File: src/rtl/binsearch_lb_pkg.sv
// Shared types for the lower-bound binary searcher: FSM state enum and index-width helper.
package binsearch_pkg;

  typedef enum logic [2:0] {
    S_IDLE,
    S_ISSUE,
    S_WAIT,
    S_COMPARE,
    S_DONE
  } bs_state_t;

  // lo + hi can reach 2^(ADDR_W+1), so mid arithmetic carries two spare bits.
  localparam int unsigned IDX_EXTRA = 2;

  function automatic int unsigned idx_w(input int unsigned addr_w);
    return addr_w + IDX_EXTRA;
  endfunction

endpackage

File: src/rtl/binsearch_lb_if.sv
// Request/result and memory read-port bundle for binsearch_lb.
interface binsearch_lb_if #(
  parameter int unsigned DATA_W = 8,
  parameter int unsigned ADDR_W = 5
);

  logic              Start;
  logic [DATA_W-1:0] a;
  logic [ADDR_W-1:0] mem_addr;
  logic [DATA_W-1:0] mem_rd_data;
  logic [ADDR_W:0]   Loc;
  logic              Found;
  logic              Done;

  modport master (
    output Start, a, mem_rd_data,
    input  mem_addr, Loc, Found, Done
  );

  modport slave (
    input  Start, a, mem_rd_data,
    output mem_addr, Loc, Found, Done
  );

endinterface

File: src/rtl/binsearch_lb_cmp.sv
// Key/data comparator; BINSEARCH_SIGNED_EN selects two's-complement ordering.
module binsearch_cmp #(
  parameter int unsigned DATA_W = 8
) (
  input  logic [DATA_W-1:0] x,
  input  logic [DATA_W-1:0] y,
  output logic              lt,
  output logic              eq
);

`ifdef BINSEARCH_SIGNED_EN
  always_comb lt = $signed(x) < $signed(y);
`else
  always_comb lt = x < y;
`endif

  always_comb eq = (x == y);

endmodule

File: src/rtl/binsearch_lb.sv
// Lower-bound binary search over an external RD_LAT-cycle synchronous memory.
// Build option: BINSEARCH_SIGNED_EN (signed key/data ordering, handled in binsearch_cmp).
module binsearch_lb
  import binsearch_pkg::*;
#(
  parameter int unsigned DATA_W = 8,
  parameter int unsigned ADDR_W = 5,
  parameter int unsigned DEPTH  = 32,
  parameter int unsigned RD_LAT = 2
) (
  input  logic           CLOCK_50,
  input  logic           Reset,
  binsearch_lb_if.slave  bus
);

  localparam int unsigned IW   = idx_w(ADDR_W);
  localparam int unsigned WC_W = (RD_LAT > 1) ? $clog2(RD_LAT) : 1;

  bs_state_t         state, state_n;
  logic [DATA_W-1:0] key, key_n;
  logic [IW-1:0]     lo, lo_n, hi, hi_n, mid, mid_r, mid_n;
  logic              hit, hit_n, found, found_n;
  logic [WC_W-1:0]   wcnt, wcnt_n;
  logic [ADDR_W-1:0] addr, addr_n;
  logic [ADDR_W:0]   loc, loc_n;
  logic              lt, eq;

  binsearch_cmp #(.DATA_W(DATA_W)) u_cmp (
    .x  (bus.mem_rd_data),
    .y  (key),
    .lt (lt),
    .eq (eq)
  );

  always_comb mid = (lo + hi) >> 1;

  always_comb begin
    state_n = state;
    key_n   = key;
    lo_n    = lo;
    hi_n    = hi;
    hit_n   = hit;
    mid_n   = mid_r;
    wcnt_n  = wcnt;
    addr_n  = addr;
    loc_n   = loc;
    found_n = found;
    unique case (state)
      S_IDLE: begin
        if (bus.Start) begin
          key_n   = bus.a;
          lo_n    = '0;
          hi_n    = IW'(DEPTH);
          hit_n   = 1'b0;
          found_n = 1'b0;
          loc_n   = '0;
          state_n = S_ISSUE;
        end
      end
      S_ISSUE: begin
        addr_n  = mid[ADDR_W-1:0];
        mid_n   = mid;
        wcnt_n  = '0;
        state_n = S_WAIT;
      end
      S_WAIT: begin
        if (wcnt == WC_W'(RD_LAT - 1)) state_n = S_COMPARE;
        else                           wcnt_n  = wcnt + 1'b1;
      end
      S_COMPARE: begin
        if (lt) begin
          lo_n = mid_r + 1'b1;
        end else begin
          hi_n = mid_r;
          if (eq) hit_n = 1'b1;
        end
        // Any probe that matched implies the final lower bound is a match.
        if (lo_n >= hi_n) begin
          loc_n   = lo_n[ADDR_W:0];
          found_n = hit_n;
          state_n = S_DONE;
        end else begin
          state_n = S_ISSUE;
        end
      end
      S_DONE: begin
        if (!bus.Start) state_n = S_IDLE;
      end
      default: state_n = S_IDLE;
    endcase
  end

  always_ff @(posedge CLOCK_50) begin
    if (Reset) begin
      state <= S_IDLE;
      key   <= '0;
      lo    <= '0;
      hi    <= '0;
      hit   <= 1'b0;
      mid_r <= '0;
      wcnt  <= '0;
      addr  <= '0;
      loc   <= '0;
      found <= 1'b0;
    end else begin
      state <= state_n;
      key   <= key_n;
      lo    <= lo_n;
      hi    <= hi_n;
      hit   <= hit_n;
      mid_r <= mid_n;
      wcnt  <= wcnt_n;
      addr  <= addr_n;
      loc   <= loc_n;
      found <= found_n;
    end
  end

  assign bus.mem_addr = addr;
  assign bus.Loc      = loc;
  assign bus.Found    = found;
  assign bus.Done     = (state == S_DONE);

endmodule

File: src/flat_wrapper.sv
// flat-port wrapper written by rule: the top's interface ports become plain ports
module binsearch_lb_flat import binsearch_pkg::*;
#(
  parameter int unsigned DATA_W = 8,
  parameter int unsigned ADDR_W = 5,
  parameter int unsigned DEPTH  = 32,
  parameter int unsigned RD_LAT = 2
)
  (CLOCK_50, Reset, bus_Start, bus_a, bus_mem_rd_data, bus_mem_addr, bus_Loc, bus_Found, bus_Done);
  binsearch_lb_if #(.DATA_W(DATA_W), .ADDR_W(ADDR_W)) bus_i ();
  input  logic CLOCK_50;
  input  logic Reset;
  input wire logic [$bits(bus_i.Start)-1:0] bus_Start;
  input wire logic [$bits(bus_i.a)-1:0] bus_a;
  input wire logic [$bits(bus_i.mem_rd_data)-1:0] bus_mem_rd_data;
  output wire logic [$bits(bus_i.mem_addr)-1:0] bus_mem_addr;
  output wire logic [$bits(bus_i.Loc)-1:0] bus_Loc;
  output wire logic [$bits(bus_i.Found)-1:0] bus_Found;
  output wire logic [$bits(bus_i.Done)-1:0] bus_Done;
  assign bus_i.Start = bus_Start;
  assign bus_i.a = bus_a;
  assign bus_i.mem_rd_data = bus_mem_rd_data;
  assign bus_mem_addr = bus_i.mem_addr;
  assign bus_Loc = bus_i.Loc;
  assign bus_Found = bus_i.Found;
  assign bus_Done = bus_i.Done;
  binsearch_lb #(.DATA_W(DATA_W), .ADDR_W(ADDR_W), .DEPTH(DEPTH), .RD_LAT(RD_LAT)) u_core (.CLOCK_50(CLOCK_50), .Reset(Reset), .bus(bus_i));
endmodule
File: config.mk
export PLATFORM = sky130hd
export DESIGN_NAME = binsearch_lb_flat
export DESIGN_NICKNAME = d
export VERILOG_FILES = /design/src/rtl/binsearch_lb_pkg.sv /design/src/rtl/binsearch_lb_if.sv /design/src/rtl/binsearch_lb_cmp.sv /design/src/rtl/binsearch_lb.sv /design/src/flat_wrapper.sv
export SDC_FILE = /design/constraint.sdc
export NUM_CORES = 1
export LEC_CHECK = 0
export CORE_UTILIZATION = 40
export DETAILED_ROUTE_END_ITERATION = 8
export GPL_TIMING_DRIVEN = 0
export PLACE_DENSITY = 0.62
export SYNTH_ARGS = -nofsm -noshare
export SYNTH_HDL_FRONTEND = slang
export SYNTH_HIERARCHICAL = 1
export SYNTH_SLANG_ARGS = --single-unit
File: constraint.sdc
create_clock -name CLOCK_50 -period 4.2 [get_ports CLOCK_50]
set_clock_uncertainty 0.15 [all_clocks]
set_input_delay 0.63 -clock CLOCK_50 [delete_from_list [all_inputs] [get_ports CLOCK_50]]
set_output_delay 0.63 -clock CLOCK_50 [all_outputs]
set_load 0.005 [all_outputs]
# Yosys cells after proc, flatten, opt, wreduce, memory -nomap -nowiden

Cells that the tools add are included.

Add/subtract/negate cells: 3
$mul: 0
Divide/modulo/power cells: 0
Order comparisons: 2
Equality and inequality tests: 9
Shifts and indexed selects: 0
Muxes and demuxes: 24
Bitwise gates (word level): 0
Reductions and logical operators: 7

Operator list:

| kind                                                  | count |
|---|---|
| two-way mux 7 bit                                     | 6 |
| one-hot mux 7 bit (2 select lines)                    | 2 |
| one-hot mux 3 bit (5 select lines)                    | 1 |
| two-way mux 3 bit                                     | 4 |
| two-way mux 6 bit                                     | 2 |
| one-hot mux 6 bit (2 select lines)                    | 1 |
| equality test 8 bit                                   | 1 |
| less-than comparator 8 bit                            | 1 |
| adder 6 x 1 -> 7 bit, second input constant           | 1 |
| adder 7 bit                                           | 1 |
| >= comparator 7 bit                                   | 1 |
| equality test 3 x 2 -> 1 bit, second input constant   | 2 |
| one-hot mux 1 bit (2 select lines)                    | 3 |
| AND reduction 3 bit                                   | 2 |
| two-way mux 1 bit                                     | 5 |
| inequality test 2 x 1 -> 1 bit, second input constant | 2 |
| inequality test 2 bit, second input constant          | 2 |
| AND reduction 2 bit                                   | 2 |
| nonzero test 2 bit                                    | 2 |
| equality test 3 x 1 -> 1 bit, second input constant   | 1 |
| equality test 3 bit, second input constant            | 1 |
| zero test 3 bit                                       | 1 |
| adder 1 bit, second input constant                    | 1 |

Register bits: 45
Bits in latches: 0
Bits in writable memories: 0
ROM bits: 0
Word-level logic and storage cells: 55
Memories: 0

# Logic depth before layout (Yosys ltp)

Gate-level depths: netlist (run 1).

Depth in word-level cells: 6
Depth in mapped cells: 17
Mapped depth without buffers: 16

# Hierarchy

Netlist (run 1), hierarchy kept.

Modules (own cells, without submodules):

| module        | instances | cells each | area each (µm²) | seq. area each (µm²) |
|---|---|---|---|---|
| binsearch_lb  | 1         | 235        | 2,090.8         | 800.8 |
| binsearch_cmp | 1         | 27         | 202.7           | 0.0 |

# Worst setup path after synthesis (run 1)

Ideal clock, no wire load.

Path kind: input to register
Start point: input port bus_mem_rd_data[1]
End point: register u_core.loc[1], in the netlist u_core/bus.Loc[1]
Arrival: 3,566 ps
Path slack: 425 ps
Stages: 15
Buffers on the path: 1
Cells stage by stage: ha_1 -> nor2b_1 -> o211ai_2 -> a21oi_1 -> a2111oi_2 -> buf_2 -> inv_1 -> o21ai_0 -> inv_1 -> ha_1 -> nand2b_1 -> a2111oi_4 -> o211ai_1 -> a21oi_4 -> a22o_1

Longest elaborated chain between the ends: 6
Elaborated cells on any way between the ends: 10

Ends and longest elaborated chain:

| element                                         | line                   | text |
|---|---|---|
| from (decl)                                     | flat_wrapper.sv:15     | `input wire logic [$bits(bus_i.mem_rd_data)-1:0] bus_mem_rd_data;` |
| less-than comparator 8 bit *                    | binsearch_lb_cmp.sv:14 | `always_comb lt = x < y;` |
| net u_core.lt                                   | binsearch_lb.sv:26     | `logic lt, eq;` |
| two-way mux 7 bit                               | binsearch_lb.sv:71     | `if (lt) begin` |
| two-way mux 7 bit                               | binsearch_lb.sv:48     | `unique case (state)` |
| >= comparator 7 bit                             | binsearch_lb.sv:78     | `if (lo_n >= hi_n) begin` |
| inequality test 2 x 1 -> 1 bit (no source line) | --                     |  |
| AND reduction 3 bit (no source line)            | --                     |  |
| to (signal assigned)                            | binsearch_lb.sv:114    | `loc <= loc_n;` |
| to (decl)                                       | binsearch_lb.sv:25     | `logic [ADDR_W:0] loc, loc_n;` |

The timed path passes the listed nets; every way through them passes the cells marked *. The select of a mux whose other input is x is not followed.
A chain may end at the register's enable or synchronous reset.

# Final worst setup path (run 1)

Start point: input port bus_mem_rd_data[1]
End point: register u_core.loc[2], in the netlist u_core/bus.Loc[2]

The elaborated chain is that of the path after synthesis.

==> Implementation_results.wiki, run 1 <==
{| class="wikitable"
! Metric !! Value
|-
| Root Buffer Master || clkbuf_8
|-
| Least setup slack across all paths after layout || between 200 and 250 ps
|-
| Final #Nets || roughly 340
|-
| Part of the Yosys area used for sequential elements || 34.92%
|-
| Vias in the first global route || 1842
|-
| Crit. Startpoint || bus_mem_rd_data[1]
|-
| Pwr Total || 1091 uW
|-
| Detailed-routing iteration count for the pre-antenna-repair pass || 4
|-
| Worst rel slew slack || 54.77%
|-
| Number of distinct standard cells referenced by the synthesized netlist || 55
|-
| Number of routed nets with antenna violations || 0
|-
| Final period demand of the worst path || ~4000 ps
|-
| Via count || between 1500 and 2000
|-
| Share of power burned in the clock network || a little under a third
|-
| Clock slew at the register clock pins of the worst setup and hold paths || 80 ps
|-
| Power per cell area || roughly 380 mW/mm^2
|-
| Class of the tightest hold or removal check || reg2reg
|-
| GP Congestion || 0.8309
|-
| Worst-Margin Slew || 675.6 ps
|-
| Layout filler cell count || 517
|-
| Net switching fraction of the power || 30.94%
|-
| Final core area utilization || 51.87%
|-
| Port Buffer Count || 30
|-
| Total CTS buffers || 5
|-
| Largest fanout of any net on the critical path || 10
|-
| Placement row count || 27
|-
| Average via count per standard cell || 5.216
|-
| Max Cap Violations || 0
|-
| Gate count of the mapped netlist || about 260
|-
| Reg-to-reg slack, setup || approximately 580 ps
|-
| Share of synthesized flip-flops with an asynchronous set or reset || 0%
|-
| Starting utilization of the core area || around two fifths
|-
| Crit-path cells || clkdlybuf4s50_1, ha_1, nor2b_1, o211ai_2, a21oi_1, a2111oi_2, buf_4, clkbuf_4, nor2_1, a21oi_2, ha_2, o2111a_1, o31ai_2, o211ai_1, a21oi_4, a22o_1
|-
| Kind of start point of the critical path || input pin
|-
| Die area || between 0.006 and 0.007 sq mm
|-
| Synthesis-stage register bit count || 40
|-
| Number of hold-slack violations in the final timing report || 0
|-
| Maximum clock frequency || approximately 0.25 GHz
|-
| WP buf/inv || 3
|-
| Count of unresolved DRC violations after routing || 0
|-
| Fraction of layout instances using a drive strength above 1 || 13.20%
|-
| Count of inserted antenna diode cells || 0
|-
| Placed standard-cell area || around 0.0027 sq mm
|-
| Clk Latency, worst-skew pair || roughly 290 ps
|-
| Worst reg2reg startpoint || u_core/key[1]
|-
| Critical Path AT || approximately 4000 ps
|-
| Summed negative setup slack over all endpoints || 0 ps
|-
| FF-to-FF path depth || 16
|-
| Boundary Pins || 32
|-
| Chip Width || 77.72 um
|-
| Number of failing setup endpoints in the final timing report || 0
|-
| Leakage power || approximately 0.0011 uW
|-
| Most used flip-flop cell after synthesis || dfxtp_1
|-
| Final global-route overflow total || 0
|-
| Count of H-tree levels built during CTS || 2
|-
| Most common cell after layout, fill and taps aside || dfxtp_1
|-
| DRT Wirelength || about 5.4 mm
|-
| Pin count of the biggest net entering global routing || 13
|-
| Finished layout cell area || between 0.002 and 0.003 sq mm
|-
| Internal power || around 750 uW
|-
| Number of synthesized flops with an enable pin || 0
|-
| Launch point of the worst hold path || u_core/key[5]
|-
| TritonCTS clock tree || built
|-
| Required time of the critical path || about 4200 ps
|-
| Status || completed
|-
| Peak supply drop || ~0.17 mV
|-
| Antenna violations before repair || 0
|-
| P_sw || between 300 and 400 uW
|-
| Total number of cells along the worst setup path || 16
|-
| Iteration-0 DRC Markers || 69
|-
| Average cell area after synthesis || around 9 sq um
|-
| Number of warning messages in the yosys log || 6
|-
| Relative contribution of sequential cells to total power || between 30% and 40%
|-
| Worst slack after detailed placement || -458.9 ps
|-
| Share of total power in combinational logic || 29.0%
|-
| Portion of the clock cycle consumed by the worst path in the final layout || 94.86%
|-
| Slowest-stage cell, CP || clkdlybuf4s50_1
|-
| Largest incremental delay on the critical path || about 400 ps
|-
| Synthesized cell area || roughly 0.0023 sq mm
|-
| Count of final max-slew check failures || 0
|-
| Cell depth of the worst hold path || 2
|-
| First-pass GRT wire length || between 8 and 9 mm
|-
| Growth of design area from synthesis to finish || 24.55%
|-
| Most used cells in the layout excluding fill and tap cells || dfxtp_1, nor2_1, clkdlybuf4s50_1, nand2_1, a21oi_1
|-
| Core outline area || around 0.0055 sq mm
|-
| Critical path endpoint category || flop
|-
| Post-detailed-route wirelength per cell || between 10 and 15 um
|-
| Max Buffers Root-to-Sink || 2
|-
| Post-Syn Nets || around 300
|-
| Global router's overall resource usage || a little under a fifth
|-
| # clock sinks || 40
|-
| Largest delay share family, worst path || compound AO/OA/AOI/OAI gates
|-
| Die Ht || 77.72 um
|-
| Hpwl dp || around 3.9 mm
|-
| Register cell area after layout || ~800 sq um
|-
| Critical setup path kind || in2reg
|-
| Area used by multi-input combinational logic || between 0.001 and 0.0015 sq mm
|}
metrics by stage:
stage / hold slack (ps) / instances
after global placement: 294.1 / 364
after detailed placement: 298.4 / 364
after global routing: 334.6 / 375
after CTS: 309.1 / 372
after floorplan: 286.3 / 262
final: 304.8 / 375
logic make-up after synthesis:
| kind of cell | count (synthesis) | synth area share, % |
|---|---|---|
| flip-flops | 40 | 34.92 |
| AO/OA/AOI/OAI | 73 | 23.19 |
| multiplexers | 6 | 2.673 |
| XOR/XNOR | 7 | 2.673 |
| buffers and inverters | 29 | 6.110 |
| AND/OR/NAND/NOR | 85 | 18.11 |
| adder cells (fa/ha/maj) | 22 | 12.33 |
power by group through the flow:
stage	clock network, uW	logic (uW)	registers, uW
3_5_place_dp	0	296	440
2_1_floorplan	0	216	433
5_1_grt	368	354	436
4_1_cts	351	301	431
3_3_place_gp	0	294	440
6_report	342	317	432
per-layer routing:
metal,GRT usage (%),share of wire (%),up-vias
met2,30.35,44,44
met4,6.792,1.3,0
li1,-,-,1009
met1,25.05,49,896
met3,3.882,5.7,7
met5,0,0,-
state kept, by name, indices dropped and copies added (netlist names):
signal and flops:
u_core/key 8, u_core/hi 7, u_core/lo 7, u_core/bus.Loc 6, u_core/bus.mem_addr 4, u_core/state 3, u_core/mid_r 2, u_core/bus.Found 1
u_core/hit 1, u_core/wcnt 1
synthesized netlist by cell type, types with 2 or more instances:
cell,instances,share of area (%)
nand3_1,3,0.65
nand2_1,26,4.3
a22o_1,7,2.7
a22oi_1,9,2.9
xnor2_1,5,1.9
inv_1,14,2.3
a21o_1,3,0.98
nor3_1,3,0.65
a21oi_1,27,5.9
o21ai_0,6,1.3
buf_2,4,0.87
ha_1,21,11
buf_4,5,1.6
dfxtp_1,40,35
nand2b_1,2,0.55
a211oi_1,4,1.3
nor2b_1,3,0.82
xor2_1,2,0.76
clkbuf_1,4,0.65
nor2_1,34,5.6
mux2i_1,5,2.2
nand4_1,2,0.55
cell type report:
cell class / count / area share (%)
multi-input cells: 193 / 48.01
flip-flops and latches: 40 / 28.03
repair buffers: 33 / 11.30
clock buffers: 7 / 3.373
well taps: 72 / 3.154
plain buffers: 14 / 3.110
inverters: 15 / 1.971
clock inverters: 1 / 1.051
timing repair:
action	4_1_cts	5_1_grt
pin swaps	0	4
endpoints found under the setup margin	9	9
hold buffers	0	0
buffers inserted	0	3
endpoints found under the hold margin	0	0
gates resized for setup	3	6
tightest hold or removal path, cell delays in order (launching register included):
cell and delay [ps]:
dfxtp_1 310, nand2_1 50, a21oi_1 50
final timing paths:
check                      endpoint
setup / recovery  u_core/bus.Loc[2]
hold / removal        u_core/key[5]
setup reg to reg  u_core/bus.Loc[2]
hold reg to reg       u_core/key[5]
No activity file was read; power rests on OpenSTA's default activity.
==> inputs of run 2 (changes only) <==
Settings changed: ABC_AREA set to 1.
Clock period 4.2 ns to 3.7 ns, I/O delays scaled along.
==> run 2 against run 1 <==
  * Clock power down 9.9%
  * Routed wire length increased by 9.8%
  * Global-route usage grew 0.90 points
  * Worst hold slack better by 7.5 ps
  * Final cell count grew 20%
  * Final area is 2.2% higher
  * Utilization decreased by 0.11 points
  * First-iteration DRC count rose by 55%
  * Worst setup slack better by 81 ps
  * Power grew 13%
  * Die area increased by 4.9%
  * Sequential power increased by 16%
  * Critical endpoint is now u_core/bus.Loc[4]
==> Implementation_results.wiki, run 2 <==
{| class="wikitable"
! Metric !! Value
|-
| Slowest-stage cell, CP || clkdlybuf4s50_1 (unchanged)
|-
| Average via count per standard cell || 5.000 (was 5.216)
|-
| Number of distinct standard cells referenced by the synthesized netlist || 35 (was 55)
|-
| Starting utilization of the core area || 42.69% (was 41.65%)
|-
| Peak supply drop || 0.1753 mV (was 0.1695 mV)
|-
| Crit-path cells || clkdlybuf4s50_1, ha_1, nand2_1, inv_1, nand2_1, nand2_1, a21oi_4, inv_2, buf_2, o21ai_0, ha_1, nand2_1, inv_1, a21oi_2, nand4_1, nand2_2, nand2_1, a21oi_1 (was clkdlybuf4s50_1, ha_1, nor2b_1, o211ai_2, a21oi_1, a2111oi_2, buf_4, clkbuf_4, nor2_1, a21oi_2, ha_2, o2111a_1, o31ai_2, o211ai_1, a21oi_4, a22o_1)
|-
| Die Ht || 79.60 um (was 77.72 um)
|-
| Largest fanout of any net on the critical path || 10 (unchanged)
|-
| Part of the Yosys area used for sequential elements || 33.25% (was 34.92%)
|-
| Power per cell area || 421.9 mW/mm^2 (was 381.8 mW/mm^2)
|-
| Leakage power || 0.001241 uW (was 0.001082 uW)
|-
| Number of warning messages in the yosys log || 6 (unchanged)
|-
| Number of flip-flops in the largest register || 8 (unchanged)
|-
| Post-synth top area share || 33.25% (was 34.92%)
|-
| Max Cap Violations || 0 (unchanged)
|-
| Pwr Total || 1232 uW (was 1091 uW)
|-
| Fraction of layout instances using a drive strength above 1 || 8.443% (was 13.20%)
|-
| Worst hold-check slack || 312.3 ps (was 304.8 ps)
|-
| Largest incremental delay on the critical path || 400 ps (about the same)
|-
| Number of hold-slack violations in the final timing report || 0 (unchanged)
|-
| Number of failing setup endpoints in the final timing report || 0 (unchanged)
|-
| Detailed-routing iteration count for the pre-antenna-repair pass || 4 (unchanged)
|-
| Growth of design area from synthesis to finish || 21.25% (was 24.55%)
|-
| Final standard cell count with taps included and fillers excluded || 451 (was 375)
|-
| Kind of start point of the critical path || input pin (unchanged)
|-
| Number of synthesized flops with an enable pin || 0 (unchanged)
|-
| Port Buffer Count || 30 (unchanged)
|-
| Final #Nets || 419 (was 343)
|-
| Number of routed nets with antenna violations || 0 (unchanged)
|-
| Count of inserted antenna diode cells || 0 (unchanged)
|-
| DRT Wirelength || 5.877 mm (was 5.352 mm)
|-
| Finished layout cell area || 0.002920 sq mm (was 0.002856 sq mm)
|-
| Critical path endpoint category || flop (unchanged)
|-
| # clock sinks || 40 (unchanged)
|-
| Layout filler cell count || 586 (was 517)
|-
| Ranking of synthesized cells by instance count || nand2_1, a21oi_1, dfxtp_1 (was dfxtp_1, nor2_1, a21oi_1)
|-
| Reg-to-reg slack, setup || 570 ps (was 580 ps)
|-
| Maximum clock frequency || roughly 0.29 GHz
|-
| Placement row count || 27 (unchanged)
|-
| Final global-route overflow total || 0 (unchanged)
|-
| Largest reg by FF count || u_core/key (unchanged)
|-
| Unrepaired setup endpoints after global routing || false
|-
| Reg2Reg Capture Point || u_core/bus.Loc[4] (was u_core/bus.Loc[2])
|-
| Max Buffers Root-to-Sink || 2 (unchanged)
|-
| Gate count of the mapped netlist || 340 (was 262)
|-
| GP Congestion || 0.8030 (was 0.8309)
|-
| TritonCTS clock tree || built (unchanged)
|-
| Ranking of synthesized cells by area || dfxtp_1, nand2_1, ha_1 (was dfxtp_1, ha_1, a21oi_1)
|-
| Post-Syn Nets || 381 (was 303)
|-
| Vias in the first global route || 2035 (was 1842)
|-
| Clk Latency, worst-skew pair || 300 ps (was 290 ps)
|-
| WHS Endpoint || u_core/bus.Loc[2] (was u_core/key[5])
|-
| Total CTS buffers || 5 (unchanged)
|-
| Leading registers by flop count || u_core/key x8, u_core/hi x7, u_core/lo x7 (unchanged)
|-
| Most used cells in the layout excluding fill and tap cells || nand2_1, a21oi_1, dfxtp_1, inv_1, clkdlybuf4s50_1 (was dfxtp_1, nor2_1, clkdlybuf4s50_1, nand2_1, a21oi_1)
|-
| Final period demand of the worst path || around 3400 ps
|-
| Most used flip-flop cell after synthesis || dfxtp_1 (unchanged)
|-
| Core outline area || 0.005642 sq mm (was 0.005507 sq mm)
|-
| Crit. Startpoint || bus_mem_rd_data[3] (was bus_mem_rd_data[1])
|-
| Post-detailed-route wirelength per cell || 13.03 um (was 14.27 um)
|-
| Share of synthesized flip-flops with an asynchronous set or reset || 0% (unchanged)
|-
| Cell depth of the worst hold path || 2 (unchanged)
|-
| Root Buffer Master || clkbuf_8 (unchanged)
|-
| Global router's overall resource usage || 19.85% (was 18.95%)
|-
| Most frequent CP cell || nand2_1
|-
| Launch point of the worst hold path || u_core/bus.Loc[2] (was u_core/key[5])
|-
| Count of final max-slew check failures || 0 (unchanged)
|-
| FF-to-FF path depth || 18 (was 16)
|-
| Iteration-0 DRC Markers || 107 (was 69)
|-
| Hpwl dp || 4.375 mm (was 3.874 mm)
|-
| Status || completed (unchanged)
|-
| Pin count of the biggest net entering global routing || 13 (unchanged)
|-
| Die area || 0.006335 sq mm (was 0.006040 sq mm)
|-
| Boundary Pins || 32 (unchanged)
|-
| Critical Path AT || 3480 ps (was 4020 ps)
|-
| Placed cell count || 442 (was 364)
|-
| Synthesis-stage register bit count || 40 (unchanged)
|-
| Worst reg2reg startpoint || u_core/key[3] (was u_core/key[1])
|-
| Worst rel slew slack || 61.57% (was 54.77%)
|-
| Count of unresolved DRC violations after routing || 0 (unchanged)
|-
| Most common cell after layout, fill and taps aside || nand2_1 (was dfxtp_1)
|-
| First-pass GRT wire length || 9.673 mm (was 8.852 mm)
|-
| Average cell area after synthesis || 7.084 sq um (was 8.754 sq um)
|-
| Required time of the critical path || 3780 ps (was 4240 ps)
|-
| Via count || 2255 (was 1956)
|-
| Worst-Margin Slew || 576.4 ps (was 675.6 ps)
|-
| Antenna violations before repair || 0 (unchanged)
|-
| Synth area leader || dfxtp_1 (unchanged)
|-
| Hold-fix buffer count after cts || 0 (unchanged)
|-
| Chip Width || 79.60 um (was 77.72 um)
|-
| Synthesized cell area || 0.002409 sq mm (was 0.002293 sq mm)
|-
| Placed standard-cell area || 0.002799 sq mm (was 0.002684 sq mm)
|-
| Portion of the clock cycle consumed by the worst path in the final layout || approximately nine tenths
|-
| Summed negative setup slack over all endpoints || 0 ps (unchanged)
|-
| Critical setup path kind || in2reg (unchanged)
|-
| Count of H-tree levels built during CTS || 2 (unchanged)
|-
| Clock slew at the register clock pins of the worst setup and hold paths || 80 ps (about the same)
|-
| Class of the tightest hold or removal check || reg2reg (unchanged)
|-
| Cell with the most instances after synthesis || nand2_1 (was dfxtp_1)
|}
==> run 2: power by group <==
| group | internal (uW) | leakage [uW] | switching (uW) |
|---|---|---|---|
| registers | 464 | 0.000325 | 36.9 |
| logic | 166 | 0.000865 | 257 |
| clock network | 149 | 0.0000510 | 159 |
==> run 2: cell type report <==
| type | instances | area (sq um) | area share [%] |
|---|---|---|---|
| clock inverter | 2 | 10.01 | 0.3428 |
| inverter | 41 | 156.4 | 5.356 |
| tap | 72 | 90.09 | 3.085 |
| timing repair buffer | 31 | 307.8 | 10.54 |
| clock buffer | 6 | 82.58 | 2.828 |
| buffer | 15 | 97.59 | 3.342 |
| sequential | 40 | 800.8 | 27.42 |
| multi-input combinational | 244 | 1375 | 47.09 |
==> run 2: critical path: cells and delay by family <==
kind | cells | cell delay [ps]
compound gates | 4 | 860
buf+inv | 5 | 780
simple gates | 7 | 690
fa+ha+maj | 2 | 580
==> run 2: layer usage <==
metal / global-route usage, % / vias up / share of wire [%]
met5: 0 / - / 0
met3: 3.429 / 4 / 3.2
li1: - / 1178 / -
met2: 30.43 / 38 / 45
met1: 28.30 / 1035 / 51
met4: 5.455 / 0 / 1.1
==> run 2: how the worst max path moves through the flow <==
| stage | depth (start not counted) | to |
|---|---|---|
| finish | 18 | u_core/bus.Loc[4] |
| global route | 19 | u_core/bus.Loc[4] |
| CTS | 17 | u_core/bus.Loc[5] |
| detailed placement | 17 | u_core/bus.Loc[5] |
| global placement | 17 | u_core/bus.Loc[5] |
| floorplan | 15 | u_core/bus.Loc[5] |
==> run 2: timing repair <==
item,CTS,global route
pin swaps,0,2
endpoints found under the setup margin,8,9
gates resized for setup,2,5
buffers inserted,0,1
==> run 2: metrics by stage <==
stage / utilization (%) / setup slack (ps)
after floorplan: - / 632.4
after global placement: 49.61 / -536.4
after CTS: 51.45 / 103.3
after global routing: 51.76 / 7.542
after detailed placement: 49.61 / -532.3
final: 51.76 / 296.4
==> run 2: logic make-up after synthesis <==
logic type                 count (synthesis)  share of synthesized area [%]
and+or+nand+nor                          150                          28.05
AOI/OAI and AO/OA                         67                          14.60
buffers and inverters                     56                          10.49
xor gates and xnor gates                   4                          1.455
adders and majority gates                 22                          11.74
DFF                                       40                          33.25
muxes                                      1                         0.4156
==> inputs of run 3 (changes only) <==
Clock period 3.7 ns to 3.6 ns, I/O delays scaled along.
==> run 3 against run 2 <==
  * Clock power increased by 2%
  * First-iteration DRC count increased by 8.4%
  * Sequential share of layout area is 0.15 points lower
  * Routed wire length up 0.46%
  * Power is 3.3% higher
  * Register-to-register slack got worse by 150 ps
  * Sequential cell count is the same
  * Sequential power grew 3%
  * Worst setup slack lost 130 ps
  * Clock-buffer cell count unchanged
  * Largest cell class unchanged
  * Largest power group unchanged
==> Implementation_results.wiki, run 3 (synthesis gave the netlist of run 2 again) <==
{| class="wikitable"
! Metric !! Value
|-
| Status || completed (unchanged)
|-
| GP Congestion || 0.8030 (unchanged)
|-
| # clock sinks || 40 (unchanged)
|-
| Largest fanout of any net on the critical path || 10 (unchanged)
|-
| Worst slack after detailed placement || -617.3 ps (was -532.3 ps)
|-
| Maximum clock frequency || slightly below 0.3 GHz
|-
| Critical path endpoint category || flop (unchanged)
|-
| Chip Width || 79.60 um (unchanged)
|-
| Starting utilization of the core area || 42.69% (unchanged)
|-
| Count of final max-slew check failures || 0 (unchanged)
|-
| Critical Path AT || 3510 ps (was 3480 ps)
|-
| Net switching fraction of the power || 36.79% (was 36.76%)
|-
| Root Buffer Master || clkbuf_8 (unchanged)
|-
| Number of flip-flops in the largest register || 8 (unchanged)
|-
| Count of unresolved DRC violations after routing || 0 (unchanged)
|-
| Via count || 2275 (was 2255)
|-
| Most used cells in the layout excluding fill and tap cells || nand2_1, a21oi_1, dfxtp_1, inv_1, clkdlybuf4s50_1 (unchanged)
|-
| Worst-Margin Slew || 577.8 ps (was 576.4 ps)
|-
| Leakage power || 0.001245 uW (was 0.001241 uW)
|-
| Fraction of layout instances using a drive strength above 1 || 9.211% (was 8.443%)
|-
| Busiest grt layer || met2 (unchanged)
|-
| Placed cell count || 442 (unchanged)
|-
| Power per cell area || 433.4 mW/mm^2 (was 421.9 mW/mm^2)
|-
| Placed standard-cell area || 0.002799 sq mm (unchanged)
|-
| Register cell area after layout || 800.8 sq um (unchanged)
|-
| Iteration-0 DRC Markers || 116 (was 107)
|-
| Core outline area || 0.005642 sq mm (unchanged)
|-
| First-pass GRT wire length || 9.673 mm (unchanged)
|-
| Count of H-tree levels built during CTS || 2 (unchanged)
|-
| Number of routed nets with antenna violations || 0 (unchanged)
|-
| Number of failing setup endpoints in the final timing report || 0 (unchanged)
|-
| Final #Nets || 420 (was 419)
|-
| Portion of the clock cycle consumed by the worst path in the final layout || 95.47%
|-
| Clock slew at the register clock pins of the worst setup and hold paths || 80 ps (about the same)
|-
| Internal power || 804.5 uW (was 779.0 uW)
|-
| Growth of design area from synthesis to finish || 21.92% (was 21.25%)
|-
| Worst rel slew slack || 61.48% (was 61.57%)
|-
| Met3 usage || 3.429% (unchanged)
|-
| Leading registers by flop count || u_core/key x8, u_core/hi x7, u_core/lo x7 (unchanged)
|-
| Average via count per standard cell || 5.033 (was 5.000)
|-
| Least setup slack across all paths after layout || 163.2 ps (was 296.4 ps)
|-
| Critical setup path kind || in2reg (unchanged)
|-
| Worst hold-check slack || 312.2 ps (was 312.3 ps)
|-
| Met2 Track Usage GR || 30.43% (unchanged)
|-
| Die area || 0.006335 sq mm (unchanged)
|-
| DRT Wirelength || 5.904 mm (was 5.877 mm)
|-
| Final period demand of the worst path || ~3400 ps
|-
| Class of the tightest hold or removal check || reg2reg (unchanged)
|-
| Share of total power in combinational logic || 34.9% (was 34.3%)
|-
| Finished layout cell area || 0.002937 sq mm (was 0.002920 sq mm)
|-
| Placement row count || 27 (unchanged)
|-
| Max Cap Violations || 0 (unchanged)
|-
| Number of hold-slack violations in the final timing report || 0 (unchanged)
|-
| Largest reg by FF count || u_core/key (unchanged)
|-
| Fraction of met1 tracks used by global routing || 28.30% (unchanged)
|-
| Die Ht || 79.60 um (unchanged)
|-
| Clk Latency, worst-skew pair || 290 ps (was 300 ps)
|-
| Final standard cell count with taps included and fillers excluded || 452 (was 451)
|-
| Share of power burned in the clock network || 24.7% (was 25.0%)
|-
| Peak supply drop || 0.1802 mV (was 0.1753 mV)
|-
| Hpwl dp || 4.375 mm (unchanged)
|-
| Count of inserted antenna diode cells || 0 (unchanged)
|-
| Final global-route overflow total || 0 (unchanged)
|-
| Total CTS buffers || 5 (unchanged)
|-
| TritonCTS clock tree || built (unchanged)
|-
| P_sw || 468.2 uW (was 452.9 uW)
|-
| Kind of start point of the critical path || input pin (unchanged)
|-
| Vias in the first global route || 2035 (unchanged)
|-
| Detailed-routing iteration count for the pre-antenna-repair pass || 4 (unchanged)
|-
| Antenna violations before repair || 0 (unchanged)
|-
| Post-detailed-route wirelength per cell || 13.06 um (was 13.03 um)
|-
| Max Buffers Root-to-Sink || 2 (unchanged)
|-
| Relative contribution of sequential cells to total power || 40.4% (was 40.7%)
|-
| Boundary Pins || 32 (unchanged)
|-
| Area used by multi-input combinational logic || 0.001381 sq mm (was 0.001375 sq mm)
|-
| Most common cell after layout, fill and taps aside || nand2_1 (unchanged)
|-
| Global router's overall resource usage || 19.85% (unchanged)
|-
| Pin count of the biggest net entering global routing || 13 (unchanged)
|-
| Required time of the critical path || 3670 ps (was 3780 ps)
|-
| Port Buffer Count || 30 (unchanged)
|-
| Layout filler cell count || 582 (was 586)
|}
run 3: timing repair:
| item | 4_1_cts | 5_1_grt |
|---|---|---|
| gates resized for setup | 2 | 11 |
| endpoints found under the setup margin | 9 | 9 |
| hold buffers | 0 | 0 |
| setup buffers | 0 | 2 |
| pin swaps | 0 | 4 |
| gates cloned | 0 | 0 |
run 3: final timing paths:
path / start / to / slack [ps] / cells after the start
worst max-delay path: bus_mem_rd_data[3] / u_core/bus.Loc[3] / 160 / 18
worst min-delay path: u_core/bus.Loc[2] / u_core/bus.Loc[2] / 310 / 2
worst max register to register: u_core/key[3] / u_core/bus.Loc[3] / 420 / 18
worst min register to register: u_core/bus.Loc[2] / u_core/bus.Loc[2] / 310 / 2
run 3: per-layer routing:
| layer | wire length [um] | part of all wire (%) |
|---|---|---|
| met5 | 0 | 0 |
| met4 | 34 | 0.58 |
| met3 | 245 | 4.1 |
| met2 | 2665 | 45 |
| met1 | 2959 | 50 |
run 3: critical path, cell delays in order:
cell and delay, ps:
clkdlybuf4s50_1 400, ha_1 290, nand2_1 70, inv_1 40
nand2_1 60, nand2_1 100, a21oi_4 280, inv_2 100
buf_4 190, o21ai_0 280, ha_1 290, nand2_1 100
inv_1 60, a21oi_2 180, nand4_1 150, nand2_2 180
nand2_1 70, a21oi_1 130
run 3: per-stage QoR:
stage	utilization [%]	TNS [ps]	total power (uW)
after detailed placement	49.61	-5125	943.8
final	52.05	0	1273
after floorplan	-	0	811.8
after CTS	51.45	0	1263
after global placement	49.61	-5194	938.1
after global routing	52.05	-369.4	1365
run 3: final cells by class:
cell class	instances	area share (%)
plain buffers	15	3.409
clock buffers	6	2.812
clock inverters	2	0.3409
inverters	41	5.326
multi-input cells	244	47.04
flip-flops and latches	40	27.27
well taps	72	3.068
repair buffers	32	10.74
run 3: power groups by stage:
stage / logic (uW) / clock network (uW) / registers (uW)
after floorplan: 298 / 0 / 514
after global placement: 414 / 0 / 524
after detailed placement: 419 / 0 / 525
after CTS: 425 / 323 / 514
after global routing: 501 / 342 / 522
final: 444 / 314 / 515
